--- src/rtl/seq_tx.sv ---
// Serial bit-sequence transmitter: latches a word on start, shifts it out MSB-first,
// then idles GAP cycles and pulses done. Define SEQ_TX_PARITY_EN to append an even-parity bit.
module seq_tx #(
  parameter int WIDTH = 8,
  parameter int GAP   = 2
) (
  input  logic             clk,
  input  logic             reset,
  input  logic             start,
  input  logic [WIDTH-1:0] data,
  output logic             tx_bit,
  output logic             tx_valid,
  output logic             busy,
  output logic             done
);

  typedef enum logic [2:0] {
    S_IDLE   = 3'd0,
    S_SEND   = 3'd1,
`ifdef SEQ_TX_PARITY_EN
    S_PARITY = 3'd2,
`endif
    S_GAP    = 3'd3,
    S_DONE   = 3'd4
  } state_t;

  localparam logic [4:0] SEND_LOAD = 5'(WIDTH - 1);
  localparam logic [4:0] GAP_LOAD  = 5'((GAP > 0) ? GAP - 1 : 0);
  localparam bit         HAS_GAP   = (GAP > 0);

  state_t           state, state_next;
  logic [WIDTH-1:0] shreg, shreg_next;
  logic [4:0]       cnt, cnt_next;
`ifdef SEQ_TX_PARITY_EN
  logic             par, par_next;
`endif

  // NOTE: sequential state uses non-blocking assignments so every register
  // samples the pre-edge values of the others.
  always_ff @(posedge clk or posedge reset) begin
    if (reset) begin
      state <= S_IDLE;
      shreg <= '0;
      cnt   <= '0;
`ifdef SEQ_TX_PARITY_EN
      par   <= 1'b0;
`endif
    end else begin
      state <= state_next;
      shreg <= shreg_next;
      cnt   <= cnt_next;
`ifdef SEQ_TX_PARITY_EN
      par   <= par_next;
`endif
    end
  end

  // NOTE: every output of this block gets a default first, so no path can
  // leave a value unassigned and infer a latch.
  always_comb begin
    state_next = state;
    shreg_next = shreg;
    cnt_next   = cnt;
`ifdef SEQ_TX_PARITY_EN
    par_next   = par;
`endif
    tx_bit     = 1'b0;
    tx_valid   = 1'b0;
    busy       = 1'b0;
    done       = 1'b0;

    case (state)
      S_IDLE: begin
        if (start) begin
          shreg_next = data;
          cnt_next   = SEND_LOAD;
          state_next = S_SEND;
`ifdef SEQ_TX_PARITY_EN
          par_next   = ^data;
`endif
        end
      end

      S_SEND: begin
        tx_bit     = shreg[WIDTH-1];
        tx_valid   = 1'b1;
        busy       = 1'b1;
        shreg_next = {shreg[WIDTH-2:0], 1'b0};
        if (cnt == 5'd0) begin
`ifdef SEQ_TX_PARITY_EN
          state_next = S_PARITY;
`else
          if (HAS_GAP) begin
            state_next = S_GAP;
            cnt_next   = GAP_LOAD;
          end else begin
            state_next = S_DONE;
          end
`endif
        end else begin
          cnt_next = cnt - 5'd1;
        end
      end

`ifdef SEQ_TX_PARITY_EN
      S_PARITY: begin
        tx_bit   = par;
        tx_valid = 1'b1;
        busy     = 1'b1;
        if (HAS_GAP) begin
          state_next = S_GAP;
          cnt_next   = GAP_LOAD;
        end else begin
          state_next = S_DONE;
        end
      end
`endif

      S_GAP: begin
        busy = 1'b1;
        if (cnt == 5'd0) state_next = S_DONE;
        else             cnt_next   = cnt - 5'd1;
      end

      S_DONE: begin
        done       = 1'b1;
        state_next = S_IDLE;
      end

      // Unused encodings fall back to IDLE with all outputs low.
      default: begin
        state_next = S_IDLE;
        shreg_next = '0;
        cnt_next   = '0;
      end
    endcase
  end

endmodule

--- config.mk ---
export PLATFORM = sky130hd
export DESIGN_NAME = seq_tx
export DESIGN_NICKNAME = d
export VERILOG_FILES = /design/src/rtl/seq_tx.sv
export SDC_FILE = /design/constraint.sdc
export NUM_CORES = 1
export LEC_CHECK = 0
export CORE_UTILIZATION = 46
export CTS_CLUSTER_DIAMETER = 80
export CTS_CLUSTER_SIZE = 20
export DETAILED_ROUTE_END_ITERATION = 16
export PLACE_DENSITY = 0.83
export SYNTH_ARGS = -nofsm -noshare
export SYNTH_HDL_FRONTEND = slang
export SYNTH_SLANG_ARGS = --single-unit
export TNS_END_PERCENT = 20
--- constraint.sdc ---
create_clock -name clk -period 1.46 [get_ports clk]
set_input_delay 0.146 -clock clk [delete_from_list [all_inputs] [get_ports clk]]
set_output_delay 0.146 -clock clk [all_outputs]
set_load 0.005 [all_outputs]
==> results.md <==
- H-tree Lvls: 1
- Antenna violations before repair: 0
- TNS Setup: -426 ps
- Placed cell areas: 0.00115 sq mm
- Static Leak: 0.559 nW
- CP max-delay cell: or4b_4
- Die X: 46.4 um
- Cell breakdown of the critical path: inv_1 -> ha_1 -> or4b_4 -> a32oi_2 -> o21ai_1
- RSZ-0062 raised after global routing: true
- GR Util met3: 4.71%
- Min-delay worst type: in -> async
- Clock transition at path regs: 90 ps
- Maximum vdd drop: 1.14 mV
- Least-Margin Pin Slew: 370 ps
- First-pass DRT Iterations: 4
- Post-synth cell types: 33
- Max-slew violation count: 0
- GRT Util Overall: 21.3%
- Warnings, synthesis: 0
- Effective utilization at floorplan: 50.9%
- Final wirelength: 2070 um
- Clk sink count: 16
- Share of cells above drive strength 1: 26.7%
- Detail Route Antenna Nets: 0
- Total Power: 2.10 mW
- Root Buffer: clkbuf_4
- Cell Area, Synth: 908 sq um
- Cells after Synth: 94
- Worst EP required: 1630 ps
- Clk_skew: 8.86 ps
- Die height: 46.4 um
- Status: finished with violations
- Final setup violating endpoints: 5
- GR met2 Demand/Resource: 30.6%
- Clk Latency, worst-skew pair: 290 ps
- Sequential-to-total area share from yosys stat: 44.1%
- Num CTS Buffers: 3
- Max-Slew Margin vs Limit: 75.2%
- Max-Cap Viols: 0
- Crit path time final: 1600 ps
- Setup WS post-layout: -136 ps
- Die footprint: 0.00216 sq mm
- Cell row count: 15
- Final hold vios: 0
- DRT iter0 DRCs: 29
- Vias per cell: 5.33
- Top Usage Layer GRT: met1
- I/O Pins: 15
- Remaining global-route overflow: 0
- Failing checks: negative setup slack
- DP HPWL: 1580 um
- Finished layout cell area: 0.00120 sq mm
- Core area: 0.00178 sq mm
- PD cells: 1750 mW/mm^2
- DRC: 0
- Vias in the first global route: 685
- Input/output buffers: 14
- First-pass GRT wire length: 3200 um
- Synthesized net count: 106
- Critical Path Source Type: flip-flop
- Critical path class: reg -> reg
- Period utilisation layout: 109%
- CTS tree: yes
- Ant diodes: 0
- Final nets: 134
- CP arrival: 1770 ps
- Max Fclk: 626 MHz
- Critical Path Fanout Max: 7
- Post-synthesis register bit count: 16
- Filler instances: 138
- Largest net degree at the start of global routing: 17
- Routability cong.: 0.899
- Crit end category: flip-flop
- CTS Buffer Depth: 2
- Area grow syn2layout: 32.5%
- Avg Cell Area, Syn: 9.66 sq um
- Drt wl/cell: 14.3 um
- GR Util met1: 32.1%
- Via count: 773
- CP peak stage delay: 560 ps
[stage by stage]
stage	instances	utilization [%]	hold WS [ps]	worst slack [ps]
2_1_floorplan	94	-	59.7	-99.7
3_3_place_gp	141	64.4	471	-104
3_5_place_dp	141	64.4	480	-174
4_1_cts	145	66.5	173	-199
5_1_grt	145	67.5	200	-217
6_report	145	67.5	155	-136
[layout make-up]
cell class,instances,area (sq um),share of cell area (%)
clock buffer,3,22.5,1.87
inverter,7,26.3,2.18
sequential,16,400,33.3
tap,25,31.3,2.60
timing repair buffer,31,272,22.6
multi-input combinational,63,452,37.5
[synth_stat cells]
cell        n  area share, %
dfrtp_1    16             44
nand2_1    10            4.1
o21ai_0     8            4.4
inv_1       7            2.9
nor2_1      7            2.9
a22o_1      4            3.9
a22oi_1     3            2.5
buf_2       3            1.7
buf_4       3            2.5
o2bb2ai_1   3            2.9
o31ai_1     3            2.5
a21oi_1     2            1.1
a32oi_1     2            1.9
nand2b_1    2            1.4
nor3_1      2            1.1
o21ai_1     2            1.1
a21boi_4    1            2.1
a31oi_1     1           0.69
and2_1      1           0.69
and2b_2     1           0.96
and3_1      1           0.69
buf_6       1            1.2
clkbuf_1    1           0.41
ha_1        1            1.4
nand3b_4    1            2.2
nor2_4      1            1.2
nor2_8      1            2.2
nor2b_1     1           0.69
o21a_1      1           0.83
o21ba_2     1            1.1
or2_2       1           0.69
or4b_1      1            1.1
xor2_1      1           0.96
[state kept, by name (all words and copies together) (netlist names)]
register and count:
shreg 8, cnt 5, state 3
[layer usage]
layer	up-vias	share of wire, %	wire [um]
met1	371	49	1020
met5	-	0	0
met2	19	46	951
met3	3	4.2	86
met4	0	0.82	17
li1	380	-	-
[worst paths after layout]
kind	from	end	slack, ps	cells past startpoint
worst min register to register	shreg[7]	shreg[7]	500	1
min in group clk	data[0]	shreg[0]	490	3
worst max-delay path	cnt[0]	cnt[2]	-140	5
worst max register to register	cnt[0]	cnt[2]	-140	5
worst min-delay path	reset	shreg[6]	160	3
max in group asynchronous	reset	cnt[1]	1110	3
[report_power, final]
| part | internal (mW) | switching [mW] | total, mW |
|---|---|---|---|
| sequential | 0.598 | 0.104 | 0.702 |
| combinational | 0.588 | 0.579 | 1.17 |
| clock | 0.0962 | 0.140 | 0.236 |
| total | 1.28 | 0.823 | 2.10 |
[layout by cell type (no fill, tap or decap), types with 2 or more instances in the layout]
cell / count
nor2_1: 7
dfrtp_1: 16
o2bb2ai_1: 3
clkbuf_4: 3
a22oi_1: 3
o21ai_0: 8
clkdlybuf4s50_1: 10
o31ai_1: 3
nand2_1: 10
o21ai_1: 2
dlygate4sd2_1: 2
buf_4: 16
a22o_1: 4
inv_1: 7
[critical path, delay by kind of cell (launching register included)]
family / cells / cell delay [ps]
buffers and inverters: 1 / 60
DFF: 1 / 380
AOI/OAI and AO/OA: 2 / 320
and+or+nand+nor: 1 / 560
adders and majority gates: 1 / 160
[timing repair]
action                                  CTS  global route
endpoints found under the hold margin     0             0
endpoints found under the setup margin   10            17
pin swaps                                 1             3
setup buffers                             1             1
gates resized for setup                   6             6
hold buffers                              0             0
[cells by family (layout without fill, tap and decap cells)]
logic type / Yosys count / after routing / synth area share, %
AOI/OAI and AO/OA: 31 / 31 / 24.9
and+or+nand+nor: 30 / 30 / 20.0
buffers and inverters: 15 / 41 / 8.68
adders and majority gates: 1 / 1 / 1.38
DFF: 16 / 16 / 44.1
xor gates and xnor gates: 1 / 1 / 0.964
No activity file was read; power rests on OpenSTA's default activity.
